`src/rtl/shared_reg_arbiter.sv`:
```
// shared_reg_arbiter: two-requester round-robin arbiter and sequencer for one
// shared N-bit load/clear register. A clear request or the winning write is
// turned into a single-cycle reg_clr/reg_ld strobe, followed by a one-cycle ack.
// Optional macro ARB_LOCK_EN: a requester that won last and holds its lock bit
// keeps winning while it requests (clear still has priority).
module shared_reg_arbiter #(
  parameter int N = 12
) (
  input  logic         clk,
  input  logic         rst,
  input  logic [1:0]   req,
  input  logic [N-1:0] din0,
  input  logic [N-1:0] din1,
  input  logic         clr_req,
  input  logic [1:0]   lock,
  output logic [1:0]   gnt,
  output logic         ack,
  output logic         reg_ld,
  output logic         reg_clr,
  output logic [N-1:0] reg_in
);

  typedef enum logic [1:0] {
    IDLE  = 2'd0,
    CLEAR = 2'd1,
    WRITE = 2'd2,
    ACK   = 2'd3
  } state_t;

  state_t       state_reg, state_next;
  logic         ptr_reg, ptr_next;
  logic [1:0]   gnt_next;
  logic         ack_next;
  logic         ld_next;
  logic         clr_next;
  logic [N-1:0] in_next;

  logic         win_valid;
  logic         win;

  // Winner selection among write requesters: a lone requester wins, a tie goes
  // to the requester that did not win last time (ptr_reg holds the last winner).
  always_comb begin
    win_valid = |req;
    win       = 1'b0;
    case (req)
      2'b01:   win = 1'b0;
      2'b10:   win = 1'b1;
      2'b11:   win = ~ptr_reg;
      default: win = 1'b0;
    endcase
`ifdef ARB_LOCK_EN
    // Locked last winner that is still requesting keeps the register.
    if (lock[ptr_reg] && req[ptr_reg]) begin
      win = ptr_reg;
    end
`endif
  end

`ifndef ARB_LOCK_EN
  // Lock inputs have no function in the round-robin-only build.
  logic lock_unused;
  assign lock_unused = ^lock;
`endif

  // Next-state and next-output logic; every output is registered below.
  always_comb begin
    state_next = state_reg;
    ptr_next   = ptr_reg;
    gnt_next   = gnt;
    ack_next   = 1'b0;
    ld_next    = 1'b0;
    clr_next   = 1'b0;
    in_next    = reg_in;
    case (state_reg)
      IDLE: begin
        gnt_next = 2'b00;
        if (clr_req) begin
          // Clear outranks any write, locked or not.
          state_next = CLEAR;
          clr_next   = 1'b1;
        end else if (win_valid) begin
          state_next = WRITE;
          gnt_next   = win ? 2'b10 : 2'b01;
          in_next    = win ? din1 : din0;
          ld_next    = 1'b1;
          ptr_next   = win;
        end
      end
      CLEAR: begin
        // Register is cleared at the end of this cycle; acknowledge next.
        gnt_next   = 2'b00;
        ack_next   = 1'b1;
        state_next = ACK;
      end
      WRITE: begin
        // Register loads at the end of this cycle; gnt and reg_in stay put.
        ack_next   = 1'b1;
        state_next = ACK;
      end
      ACK: begin
        gnt_next   = 2'b00;
        state_next = IDLE;
      end
      default: begin
        gnt_next   = 2'b00;
        state_next = IDLE;
      end
    endcase
  end

  // State, pointer and output registers; reset clears everything immediately
  // so any in-flight strobe is dropped before the shared register samples it.
  always_ff @(posedge clk or negedge rst) begin
    if (!rst) begin
      state_reg <= IDLE;
      ptr_reg   <= 1'b1;
      gnt       <= 2'b00;
      ack       <= 1'b0;
      reg_ld    <= 1'b0;
      reg_clr   <= 1'b0;
      reg_in    <= '0;
    end else begin
      state_reg <= state_next;
      ptr_reg   <= ptr_next;
      gnt       <= gnt_next;
      ack       <= ack_next;
      reg_ld    <= ld_next;
      reg_clr   <= clr_next;
      reg_in    <= in_next;
    end
  end

endmodule

```
`config.mk`:
```
export PLATFORM = sky130hd
export DESIGN_NAME = shared_reg_arbiter
export DESIGN_NICKNAME = d
export VERILOG_FILES = /design/src/rtl/shared_reg_arbiter.sv
export SDC_FILE = /design/constraint.sdc
export NUM_CORES = 1
export LEC_CHECK = 0
export ABC_CLOCK_PERIOD_IN_PS = 2300
export CORE_ASPECT_RATIO = 0.7
export CORE_UTILIZATION = 45
export DETAILED_ROUTE_END_ITERATION = 7
export DONT_BUFFER_PORTS = 1
export MAX_ROUTING_LAYER = met4
export PLACE_DENSITY = 0.58
export SLEW_MARGIN = 20
export SYNTH_ARGS = -nofsm -noshare
export SYNTH_HDL_FRONTEND = slang
export SYNTH_SLANG_ARGS = --single-unit
```
`constraint.sdc`:
```
create_clock -name clk -period 2.3 [get_ports clk]
set_input_delay 0.46 -clock clk [delete_from_list [all_inputs] [get_ports clk]]
set_output_delay 0.46 -clock clk [all_outputs]
set_load 0.02 [all_outputs]
```
==> results.json <==
{
  "wl_mm": 1.61,
  "core_area_sq_um": 2170,
  "largest_reg_flops": 12,
  "ys_warn_count": 0,
  "fillerInstances": 201,
  "layout-drive-gt1-share": 0.459,
  "hold_viol": 0,
  "worstSetupPathType": "register to register",
  "syn2layout_area_growth_pct": 6.67,
  "status": "finished, final reports clean",
  "cts_buffers": 3,
  "io_pins": 48,
  "worst_ep_required_time_ps": 2490,
  "critPathCaptureType": "register",
  "clk_pin_slew_worst_paths_ps": 110,
  "grt_pass1_vias": 547,
  "p_total_mw": 1.46,
  "cts_setup_buffers": 0,
  "die_h_um": 42.4,
  "fin_util": 0.516,
  "sequentialPowerShare": 0.551,
  "worst_pin_slew_ps": 878,
  "wl_per_cell_um": 15.2,
  "antenna_found_initial": 0,
  "rr_startpoint": "state_reg[0]",
  "cts_root_buffer": "clkbuf_4",
  "critPathMaxFanout": 8,
  "powerDensity_nw_per_um2": 1310,
  "cts_hold_buffers": 1,
  "post_cts_resized": 0,
  "grt_usage": 0.143,
  "antenna_cells": 0,
  "period_minus_slack_ps": 1660,
  "cts.sinks": 20,
  "startpoint": "state_reg[0]",
  "finalClockSkew_ps": 0.731,
  "place.gp.congestion": 0.655,
  "cts_tree": "done",
  "seq_area_sq_um": 502,
  "drc": 0,
  "netlist_top_cells_area": "dfrtp_1, mux2_4, mux2_2",
  "clkPwrFrac": 0.135,
  "syn_area_sq_um": 1050,
  "start_util": 0.483,
  "vdd_drop_max_v": 0.000635,
  "ant_nets": 0,
  "synth_nets": 104,
  "postSynthCellCount": 69,
  "setup_viol": 0,
  "grt_first_pass_wirelength_mm": 2.62,
  "drtIter0Drc": 31,
  "fmax_ghz": 0.603,
  "rows": 14,
  "dp_hpwl_mm": 1.17,
  "h-tree-depth": 1,
  "overflow": 0,
  "min_from": "clr_req",
  "ys_seq_area_frac": 0.478,
  "dieArea_sq_um": 2530,
  "fin_crit_sh": 0.722,
  "clk_path_buf_depth": 2,
  "synth_top_cell_area_share": 0.453,
  "leakage_nw": 0.529,
  "cap_violations": 0,
  "clock_latency_ps": 290,
  "first_pass_iters": 2,
  "vias_per_cell": 5.11,
  "p_sw_frac": 0.382,
  "switching_power_uw": 559,
  "fin_nets": 110,
  "ys_seq_elements": 20,
  "critPathArrivalTime_ps": 1850,
  "syn_area_per_cell_sq_um": 15.2,
  "fp.dieW_um": 59.7,
  "finalSetupTns_ps": 0,
  "rsz0062_at_grt": "false",
  "p_comb_frac": 0.314,
  "multi_input_area_sq_um": 505,
  "drv_slew": 0,
  "yosysTopAreaCell": "dfrtp_1",
  "min_path_type": "input pin to register",
  "synthDistinctLibCells": 20,
  "vias": 542,
  "p_int_uw": 903,
  "slew_headroom": 0.412,
  "grt_max_degree": 21,
  "io_buffers": 0,
  "crit_path_start_kind": "register"
}
==> Yosys cell counts <==
master / number
a211oi_1: 1
a21bo_4: 1
a21boi_0: 1
a21o_1: 1
a21oi_1: 2
a22o_1: 1
and2_1: 1
buf_12: 1
buf_6: 1
dfrtp_1: 19
dfstp_2: 1
ha_1: 4
inv_1: 3
mux2_2: 7
mux2_4: 18
nand2_1: 2
nor2_1: 2
nor3_4: 1
nor4_1: 1
o21ai_0: 1
==> worst paths after layout <==
path,to,slack [ps],depth (start not counted)
max in group asynchronous,reg_in[0],1050,1
worst max-delay path,reg_in[7],640,6
worst min-delay path,reg_clr,290,1
worst min register to register,gnt[0],620,2
min in group asynchronous,gnt[1],720,1
worst max register to register,reg_in[7],640,6
==> worst max-delay path: stages (launching register included) <==
cell and delay, ps:
dfrtp_1 430, inv_1 100, ha_1 210, inv_1 110, nor3_4 180, buf_4 220
mux2_4 310
==> kinds of logic (layout without fill, tap and decap cells) <==
kind of cell             Yosys count  in the layout  share of synthesized area
AND/OR/NAND/NOR                    7              7                     0.0417
multiplexers                      25             25                      0.333
AO/OA/AOI/OAI                      8              8                     0.0596
buffers and inverters              5             10                     0.0405
flip-flops                        20             20                      0.478
adder cells (fa/ha/maj)            4              4                     0.0477
==> area by class of cell <==
type / instances / area share
clock buffer: 4 / 0.0324
inverter: 3 / 0.0101
multi-input combinational: 44 / 0.451
sequential: 20 / 0.448
timing repair buffer: 3 / 0.0223
tap: 32 / 0.0358
==> cell usage in the layout (no fill, tap or decap), types with 2 or more instances in the layout <==
master / count
dfrtp_1: 19
mux2_4: 18
mux2_2: 7
ha_1: 4
inv_1: 3
clkbuf_4: 3
nor2_1: 2
a21oi_1: 2
nand2_1: 2
buf_4: 2
==> stage by stage <==
stage | area (sq um) | setup slack (ps) | hold slack [ps] | instances
after floorplan | 1050 | 672 | 164 | 69
after global placement | 1070 | 678 | 165 | 101
after detailed placement | 1070 | 655 | 165 | 101
after CTS | 1120 | 633 | 276 | 106
after global routing | 1120 | 516 | 274 | 106
final | 1120 | 641 | 290 | 106
==> layer usage <==
layer  share of wire  GRT usage  vias up
met1            0.50      0.190      265
met3           0.068     0.0741        2
met4          0.0037     0.0140        0
met5               0          -        -
met2            0.43      0.200       24
li1                -          -      251
==> power by group through the flow <==
stage	clock [mW]	combinational [mW]	sequential, mW
2_1_floorplan	0	0.410	0.785
6_report	0.198	0.459	0.805
3_3_place_gp	0	0.439	0.811
4_1_cts	0.210	0.463	0.807
3_5_place_dp	0	0.453	0.814
5_1_grt	0.231	0.510	0.832
Note: power is estimated with default switching activity, not from simulation.
